`src/rtl/mc_pkg.sv`:
```
// Shared types and encodings for the multi-cycle MIPS control FSM.
// The npc_op values are fixed by the existing next-PC unit and must not change.
package mc_pkg;

   typedef enum logic [2:0] {
      ST_FETCH  = 3'd0,
      ST_DECODE = 3'd1,
      ST_EXEC   = 3'd2,
      ST_MEM    = 3'd3,
      ST_WB     = 3'd4
   } state_e;

   typedef enum logic [3:0] {
      IC_RALU    = 4'd0,
      IC_ORI     = 4'd1,
      IC_LUI     = 4'd2,
      IC_LW      = 4'd3,
      IC_SW      = 4'd4,
      IC_BEQ     = 4'd5,
      IC_J       = 4'd6,
      IC_JAL     = 4'd7,
      IC_JR      = 4'd8,
      IC_NOP     = 4'd9,
      IC_ILLEGAL = 4'd10
   } iclass_e;

   localparam logic [2:0] NPC_PC4    = 3'b000;
   localparam logic [2:0] NPC_BRANCH = 3'b001;
   localparam logic [2:0] NPC_JUMP   = 3'b010;
   localparam logic [2:0] NPC_JR     = 3'b100;

   localparam logic [5:0] OP_RTYPE = 6'b000000;
   localparam logic [5:0] OP_J     = 6'b000010;
   localparam logic [5:0] OP_JAL   = 6'b000011;
   localparam logic [5:0] OP_BEQ   = 6'b000100;
   localparam logic [5:0] OP_ORI   = 6'b001101;
   localparam logic [5:0] OP_LUI   = 6'b001111;
   localparam logic [5:0] OP_LW    = 6'b100011;
   localparam logic [5:0] OP_SW    = 6'b101011;

   localparam logic [5:0] FN_NOP  = 6'b000000;
   localparam logic [5:0] FN_JR   = 6'b001000;
   localparam logic [5:0] FN_ADDU = 6'b100001;
   localparam logic [5:0] FN_SUBU = 6'b100011;

   localparam logic [2:0] ALU_ADD = 3'b000;
   localparam logic [2:0] ALU_SUB = 3'b001;
   localparam logic [2:0] ALU_OR  = 3'b010;
   localparam logic [2:0] ALU_LUI = 3'b011;

   localparam logic [1:0] DST_RT = 2'b00;
   localparam logic [1:0] DST_RD = 2'b01;
   localparam logic [1:0] DST_RA = 2'b10;

   localparam logic [1:0] WD_ALU = 2'b00;
   localparam logic [1:0] WD_MEM = 2'b01;
   localparam logic [1:0] WD_PC4 = 2'b10;

endpackage

```
`src/rtl/mc_decode.sv`:
```
// Combinational instruction classifier: opcode/funct to instruction class.
// Anything not explicitly supported falls through to IC_ILLEGAL.
module mc_decode
   import mc_pkg::*;
(
   input  logic [5:0] opcode,
   input  logic [5:0] funct,
   output logic [3:0] iclass
);

   always_comb begin
      iclass = IC_ILLEGAL;
      case (opcode)
         OP_RTYPE: begin
            case (funct)
               FN_ADDU, FN_SUBU: iclass = IC_RALU;
               FN_JR:            iclass = IC_JR;
               FN_NOP:           iclass = IC_NOP;
               default:          iclass = IC_ILLEGAL;
            endcase
         end
         OP_ORI:  iclass = IC_ORI;
         OP_LUI:  iclass = IC_LUI;
         OP_LW:   iclass = IC_LW;
         OP_SW:   iclass = IC_SW;
         OP_BEQ:  iclass = IC_BEQ;
         OP_J:    iclass = IC_J;
         OP_JAL:  iclass = IC_JAL;
         default: iclass = IC_ILLEGAL;
      endcase
   end

endmodule

```
`src/rtl/mc_ctrl.sv`:
```
// Multi-cycle control FSM: sequences FETCH/DECODE/EXEC/MEM/WB and drives the
// next-PC unit so the PC moves exactly once, in each instruction's last state.
module mc_ctrl
   import mc_pkg::*;
#(
   parameter int RA_IDX = 31
) (
   input  logic        clk,
   input  logic        reset,
   input  logic [5:0]  opcode,
   input  logic [5:0]  funct,
   input  logic        zero,
   input  logic        mem_ready,
   output logic        ir_we,
   output logic        pc_we,
   output logic [2:0]  npc_op,
   output logic        reg_we,
   output logic [1:0]  reg_dst,
   output logic [1:0]  wd_sel,
   output logic        alu_src,
   output logic [2:0]  alu_op,
   output logic        ext_op,
   output logic        mem_re,
   output logic        mem_we,
   output logic        illegal,
   output logic [2:0]  state,
   output logic [31:0] instret
);

   // reg_dst = 10 selects RA_IDX in the datapath; reject indices outside the register file.
   generate
      if (RA_IDX < 0 || RA_IDX > 31) begin : g_bad_ra_idx
         $error("mc_ctrl: RA_IDX must be in 0..31");
      end
   endgenerate

   state_e     state_q;
   state_e     state_d;
   logic [3:0] iclass_raw;
   iclass_e    iclass;

   logic       ir_raw;
   logic       pc_raw;
   logic       reg_raw;
   logic       re_raw;
   logic       we_raw;
   logic       ill_raw;

   logic [2:0] ex_alu_op;
   logic       ex_alu_src;
   logic       ex_ext_op;

   mc_decode u_decode (
      .opcode (opcode),
      .funct  (funct),
      .iclass (iclass_raw)
   );

   assign iclass = iclass_e'(iclass_raw);
   assign state  = state_q;

   // ALU controls for the instruction; shared by EXEC and WB so the result stays stable.
   always_comb begin
      ex_alu_op  = ALU_ADD;
      ex_alu_src = 1'b0;
      ex_ext_op  = 1'b0;
      case (iclass)
         IC_RALU: ex_alu_op = (funct == FN_SUBU) ? ALU_SUB : ALU_ADD;
         IC_ORI: begin
            ex_alu_op  = ALU_OR;
            ex_alu_src = 1'b1;
         end
         IC_LUI: begin
            ex_alu_op  = ALU_LUI;
            ex_alu_src = 1'b1;
         end
         IC_LW, IC_SW: begin
            ex_alu_src = 1'b1;
            ex_ext_op  = 1'b1;
         end
         IC_BEQ:  ex_alu_op = ALU_SUB;
         default: ex_alu_op = ALU_ADD;
      endcase
   end

   always_comb begin
      state_d = state_q;
      ir_raw  = 1'b0;
      pc_raw  = 1'b0;
      reg_raw = 1'b0;
      re_raw  = 1'b0;
      we_raw  = 1'b0;
      ill_raw = 1'b0;
      npc_op  = NPC_PC4;
      reg_dst = DST_RT;
      wd_sel  = WD_ALU;
      alu_src = 1'b0;
      alu_op  = ALU_ADD;
      ext_op  = 1'b0;
      case (state_q)
         ST_FETCH: begin
            ir_raw  = 1'b1;
            state_d = ST_DECODE;
         end
         ST_DECODE: begin
            state_d = ST_FETCH;
            case (iclass)
               IC_J: begin
                  pc_raw = 1'b1;
                  npc_op = NPC_JUMP;
               end
               IC_JAL: begin
                  pc_raw  = 1'b1;
                  npc_op  = NPC_JUMP;
                  reg_raw = 1'b1;
                  reg_dst = DST_RA;
                  wd_sel  = WD_PC4;
               end
               IC_JR: begin
                  pc_raw = 1'b1;
                  npc_op = NPC_JR;
               end
               IC_NOP: pc_raw = 1'b1;
               IC_ILLEGAL: begin
                  ill_raw = 1'b1;
                  pc_raw  = 1'b1;
               end
               default: state_d = ST_EXEC;
            endcase
         end
         ST_EXEC: begin
            alu_op  = ex_alu_op;
            alu_src = ex_alu_src;
            ext_op  = ex_ext_op;
            case (iclass)
               IC_RALU, IC_ORI, IC_LUI: state_d = ST_WB;
               IC_LW, IC_SW:            state_d = ST_MEM;
               IC_BEQ: begin
                  pc_raw  = 1'b1;
                  npc_op  = zero ? NPC_BRANCH : NPC_PC4;
                  state_d = ST_FETCH;
               end
               default: state_d = ST_FETCH;
            endcase
         end
         // Strobes stay up until the memory reports completion.
         ST_MEM: begin
            case (iclass)
               IC_LW: begin
                  re_raw = 1'b1;
                  if (mem_ready) state_d = ST_WB;
               end
               IC_SW: begin
                  we_raw = 1'b1;
                  if (mem_ready) begin
                     pc_raw  = 1'b1;
                     state_d = ST_FETCH;
                  end
               end
               default: state_d = ST_FETCH;
            endcase
         end
         ST_WB: begin
            alu_op  = ex_alu_op;
            alu_src = ex_alu_src;
            ext_op  = ex_ext_op;
            reg_raw = 1'b1;
            pc_raw  = 1'b1;
            wd_sel  = (iclass == IC_LW) ? WD_MEM : WD_ALU;
            reg_dst = (iclass == IC_RALU) ? DST_RD : DST_RT;
            state_d = ST_FETCH;
         end
         default: state_d = ST_FETCH;
      endcase
   end

   // Reset suppresses every side-effecting strobe, abandoning any access in flight.
   assign ir_we   = ir_raw  & ~reset;
   assign pc_we   = pc_raw  & ~reset;
   assign reg_we  = reg_raw & ~reset;
   assign mem_re  = re_raw  & ~reset;
   assign mem_we  = we_raw  & ~reset;
   assign illegal = ill_raw & ~reset;

   always_ff @(posedge clk) begin
      if (reset) begin
         state_q <= ST_FETCH;
         instret <= 32'd0;
      end else begin
         state_q <= state_d;
         if (pc_we) instret <= instret + 32'd1;
      end
   end

endmodule
```
`config.mk`:
```
export PLATFORM = sky130hd
export DESIGN_NAME = mc_ctrl
export DESIGN_NICKNAME = d
export VERILOG_FILES = /design/src/rtl/mc_pkg.sv /design/src/rtl/mc_decode.sv /design/src/rtl/mc_ctrl.sv
export SDC_FILE = /design/constraint.sdc
export NUM_CORES = 1
export LEC_CHECK = 0
export ABC_AREA = 1
export CAP_MARGIN = 40
export CORE_ASPECT_RATIO = 1.25
export CORE_MARGIN = 1.5
export CORE_UTILIZATION = 53
export DETAILED_ROUTE_END_ITERATION = 8
export PLACE_DENSITY_LB_ADDON = 0.05
export SLEW_MARGIN = 15
export SYNTH_ARGS = -nofsm -noshare
export SYNTH_HDL_FRONTEND = slang
export SYNTH_SLANG_ARGS = --single-unit
```
`constraint.sdc`:
```
create_clock -name clk -period 5.1 [get_ports clk]
set_input_delay 1.53 -clock clk [delete_from_list [all_inputs] [get_ports clk]]
set_output_delay 1.53 -clock clk [all_outputs]
set_load 0.02 [all_outputs]
```
Yosys cells after proc, flatten, opt, wreduce, memory -nomap -nowiden
Index checks and enable logic that the tools add are counted.
- add/subtract/negate cells: 1
- multipliers: 0
- divide/modulo/power cells: 0
- order comparisons: 0
- equal/unequal tests: 26
- shift operators: 0
- multiplexer cells: 38
- bitwise operators: 7
- reduce and logical (&&, ||, !) cells: 12
- operator list (kind ; number):
    32-bit by 1-bit adder with 32-bit output, second input constant ; 1
    4-bit one-hot mux with 8 select lines ; 1
    6-bit equality test, second input constant ; 4
    3-bit one-hot mux with 2 select lines ; 4
    1-bit 2-to-1 mux ; 21
    6-bit by 4-bit equality test with 1-bit output, second input constant ; 3
    4-bit by 3-bit equality test with 1-bit output, second input constant ; 4
    4-bit equality test, second input constant ; 3
    6-bit by 2-bit equality test with 1-bit output, second input constant ; 2
    6-bit logical NOT ; 2
    3-bit one-hot mux with 4 select lines ; 1
    4-bit one-hot mux with 3 select lines ; 1
    3-bit 2-to-1 mux ; 3
    4-bit by 2-bit equality test with 1-bit output, second input constant ; 2
    2-bit one-hot mux with 2 select lines ; 2
    2-bit one-hot mux with 4 select lines ; 1
    2-bit OR reduction ; 4
    1-bit bitwise AND ; 6
    3-bit by 2-bit equality test with 1-bit output, second input constant ; 2
    6-bit by 3-bit equality test with 1-bit output, second input constant ; 1
    3-bit inequality test, second input constant ; 2
    5-bit OR reduction ; 1
    4-bit by 1-bit equality test with 1-bit output, second input constant ; 1
    4-bit logical NOT ; 1
    10 further kinds ; 11
- bits in registers: 35
- latch bits: 0
- RAM bits: 0
- memory bits (read-only): 0
- bits of input ports: 16
- output and inout bits: 53
- word-level logic and storage cells: 86
- memories kept: 0

Longest topological paths before layout
- depth in word-level cells: 9
- gate-level depth with buffers: 13

Hierarchy
Synthesis repeated with hierarchy kept, for this count alone.
- cell total of the unflattened synthesis: 502
- area total of the unflattened synthesis: 2926.6 um^2
- by module, submodules not included (module ; instances ; cells each ; area an instance (um^2) ; seq. area each (um^2)):
    mc_ctrl ; 1 ; 451 ; 2682.6 ; 700.7
    mc_decode ; 1 ; 51 ; 244.0 ; 0.0

Least setup slack after synthesis
Ideal clock, no wire load.
- path type: input port to output port
- start: input port opcode[5]
- end: output port alu_src
- arrival time: 2.869 ns
- path slack: 0.701 ns
- stages on the path: 9
- buffers on the path: 0
- cell sequence: nor2_2 > nand3_2 > nand2_1 > nor2_2 > a21boi_0 > nand2_1 > inv_1 > nand3_1 > a21oi_1
- longest elaborated chain between the ends: 6
- elaborated cells between the ends (all ways): 16
- those cells by class: eq/ne (11); mux (3); reduce/logical (2)
- RTL lines (element ; RTL line ; source):
    from (decl) ; mc_ctrl.sv:10 ; input logic [5:0] opcode,
    6-bit by 2-bit equality test with 1-bit output (tied with other cells) ; mc_decode.sv:13 ; case (opcode)
    4-bit one-hot mux with 8 select lines * ; mc_decode.sv:13 ;
    4-bit by 2-bit equality test with 1-bit output (tied with other cells) ; mc_ctrl.sv:67 ; case (iclass)
    4-bit OR reduction (no line) * ; -- ;
    1-bit 2-to-1 mux * ; mc_ctrl.sv:67 ;
    1-bit 2-to-1 mux * ; mc_ctrl.sv:100 ; case (state_q)
    to (decl) ; mc_ctrl.sv:20 ; output logic alu_src,
Every way passes the cells marked *; elsewhere a longest branch is shown, timed or not.

Worst setup path after layout
- start: input port opcode[3]
- end: output port reg_dst[1]
- longest elaborated chain between the ends: 5
- elaborated cells between the ends (all ways): 12
- those cells by class: eq/ne (8); mux (3); reduce/logical (1)
- RTL lines (element ; RTL line ; source):
    6-bit by 2-bit equality test with 1-bit output (tied with other cells) ; mc_decode.sv:13 ;
    4-bit one-hot mux with 8 select lines * ; mc_decode.sv:13 ;
    4-bit by 3-bit equality test with 1-bit output * ; mc_ctrl.sv:107 ; case (iclass)
    2-bit 2-to-1 mux * ; mc_ctrl.sv:107 ;
    2-bit one-hot mux with 2 select lines * ; mc_ctrl.sv:100 ;
    to (decl) ; mc_ctrl.sv:18 ; output logic [1:0] reg_dst,
Marks and branches as above.

==> flow_summary_export.csv <==
group,metric,value,unit
critical_path,critPathKind,"primary input to output pin",
clock_network,cts_sinks,35,
sta,min_period,5010,ps
clock_network,clock_latency,290,ps
yosys,synth_nets,450,
critical_path,r2r_start,"instret[0]",
critical_path,cp.arrival,3480,ps
floorplanning,die_area,5400,sq um
grt,grt_overflow,0,
placement,dpl_worst_slack,-310,ps
cells_and_area,drive_gt1_frac,0.105,
route,routed_wl,8040,um
critical_path,crit_required,3570,ps
clock_network,htreeDepth,2,
critical_path,critPathLaunch,"opcode[3]",
outcome,status,"finished clean",
job,maxCapViolations,0,
yosys,synth_top_cell_area_share,0.266,
yosys,synth_seq_area_share,0.266,
hold_path,hp-class,"register to register",
yosys,yosysUniqueCellTypes,34,
yosys,netlist_instances,433,
critical_path,crit_path_end_kind,"output pin",
clock_network,clk_path_buf_depth,2,
sta,max_freq,200,MHz
yosys,ys_ff_latch,35,
yosys,yosysTopAreaCell,"dfxtp_1",
route,first_pass_iters,4,
clock_network,clock-root-buffer,"clkbuf_8",
clock_network,cts_tree,"done",
yosys,yosys_most_used_dff,"dfxtp_1",
sta,tightest_slew,689,ps
hold_path,hp-start,"instret[31]",
yosys,syn_avg_cell_area,6.07,sq um
sta,rsz0062_at_grt,"false",
placement,dp_hpwl,6070,um
sta,fin_crit_sh,0.981,
floorplanning,coreArea,4760,sq um
pwr,ir_worst_vdd,0.0918,mV
floorplanning,boundaryPins,69,
floorplanning,die_h,81.8,um
sta,drv_slew,0,
critical_path,path_max_fanout,4,
cells_and_area,antenna_cells,0,
route,first_iter_violations,209,
route,postRouteAntennaNets,0,
grt,antenna_found_initial,0,
route,drc,0,
route,post_drt_wl_per_cell,14.0,um
yosys,synth_common_cells,"115 x nand2_1, 53 x nand3_1, 50 x nor2_1",
sta,setup_viol,0,
yosys,synth_edf_count,0,
sta,fin_skew,5.03,ps
cells_and_area,layoutNonFillerInstCount,576,
floorplanning,die_w,66.0,um
cells_and_area,syn2layout_area_growth,34.9,%
clock_network,hold_buffers,0,
cells_and_area,nets,532,
sta,worst_slack,94.5,ps
yosys,synthMostInstantiatedCell,"nand2_1",
sta,slew_headroom,0.537,
yosys,yosys-top-cells-area,"dfxtp_1 27%, nand2_1 16%, nand3_1 10%, nor2_1 7.1%, a21oi_1 6.3%",
placement,gp_congestion,0.904,
placement,placedCellCount,568,
grt,grt_pass1_wl,12800,um
clock_network,cts_buffers,5,
grt,grt_pass1_vias,2886,
yosys,syn_area,2630,sq um
pwr,power_density,168,nW/um^2
route,vias,3134,
yosys,ys_async_sr_fraction,0,
critical_path,rr_worst_depth,8,
yosys,ys_warn_count,0,
critical_path,crit_path_start_kind,"primary input",
clock_network,post-cts-setup-buffer-count,0,
clock_network,cts.clk_slew.worst_paths,70,ps
cells_and_area,final_util,0.744,
pwr,p_leak,0.00146,uW
pwr,power,595,uW
floorplanning,rows,28,
sta,hold_viol_final,0,
floorplanning,start_util,0.552,
grt,grt_max_degree,34,
placement,io_buffers,67,
grt,grt_usage,0.305,
route,routed_via_density,5.44,
hold_path,holdPathStages,2,
## worst paths after layout
path | endpoint | slack [ps]
worst min register to register | instret[31] | 490
worst min-delay path | instret[31] | 490
worst max-delay path | reg_dst[1] | 90
worst max register to register | instret[26] | 3060
## what timing repair did
action	CTS	global route
setup endpoints to repair	8	11
cloned	0	0
pin swaps	0	0
gates resized for setup	11	16
hold endpoints to repair	0	0
## routing by layer
| layer | global-route usage | share of wire | vias to the layer above |
|---|---|---|---|
| li1 | - | - | 1568 |
| met1 | 0.315 | 0.39 | 1423 |
| met2 | 0.592 | 0.53 | 117 |
| met3 | 0.0452 | 0.047 | 26 |
| met4 | 0.151 | 0.040 | 0 |
| met5 | 0 | 0 | - |
## layout by cell type (no fill, tap or decap), drive strengths merged
master / instances
a21oi: 33
o21ai: 2
a31oi: 2
nand4: 7
inv: 43
clkbuf: 13
xor2: 14
nor3: 22
nor3b: 1
and3: 1
dlygate4sd2: 3
nand2: 119
ha: 1
a21boi: 1
nand3b: 6
conb: 1
clkinv: 1
buf: 24
and2: 1
nand3: 58
xnor2: 8
nor4: 3
or2: 1
dfxtp: 35
clkdlybuf4s50: 57
dlymetal6s2s: 2
nor2: 56
nand2b: 1
## cell type report
type	instances	area, sq um
Inverter	44	165
Clock buffer	8	100
Sequential cell	35	701
Multi-Input combinational cell	338	1680
Fill cell	434	1220
Tap cell	60	75.1
Timing Repair Buffer	91	827
## report_power, final
part | internal, uW | switching (uW)
registers | 276 | 3.76
clock network | 123 | 102
logic | 35.5 | 55.1
## critical path, cell delays in order
cell             delay, ps
clkdlybuf4s50_1        490
nor2_4                 190
buf_4                  140
nand2_1                 70
buf_4                  130
nor3_1                 140
nand2_1                 90
inv_1                  100
clkdlybuf4s50_1        600
## through the flow
stage | hold WS (ps) | cell area, sq um | setup TNS [ps]
after global routing | 515 | 3550 | 0
after floorplan | 554 | 2630 | 0
final | 495 | 3550 | 0
after global placement | 478 | 3450 | -1340
after CTS | 496 | 3550 | 0
after detailed placement | 486 | 3450 | -1610
## logic make-up (layout without fill, tap and decap cells)
group,after synthesis,count (layout),share of synthesized area
xor+xnor,22,22,0.0733
other cells,1,1,0.00143
simple gates,276,276,0.478
fa+ha+maj,1,1,0.00476
buf+inv,60,143,0.102
flops,35,35,0.266
compound gates,38,38,0.0742
## state kept, by name, summed over array words and instances (netlist names)
register and flops:
instret 32, state 3
Note: power is estimated with default switching activity, not from simulation.
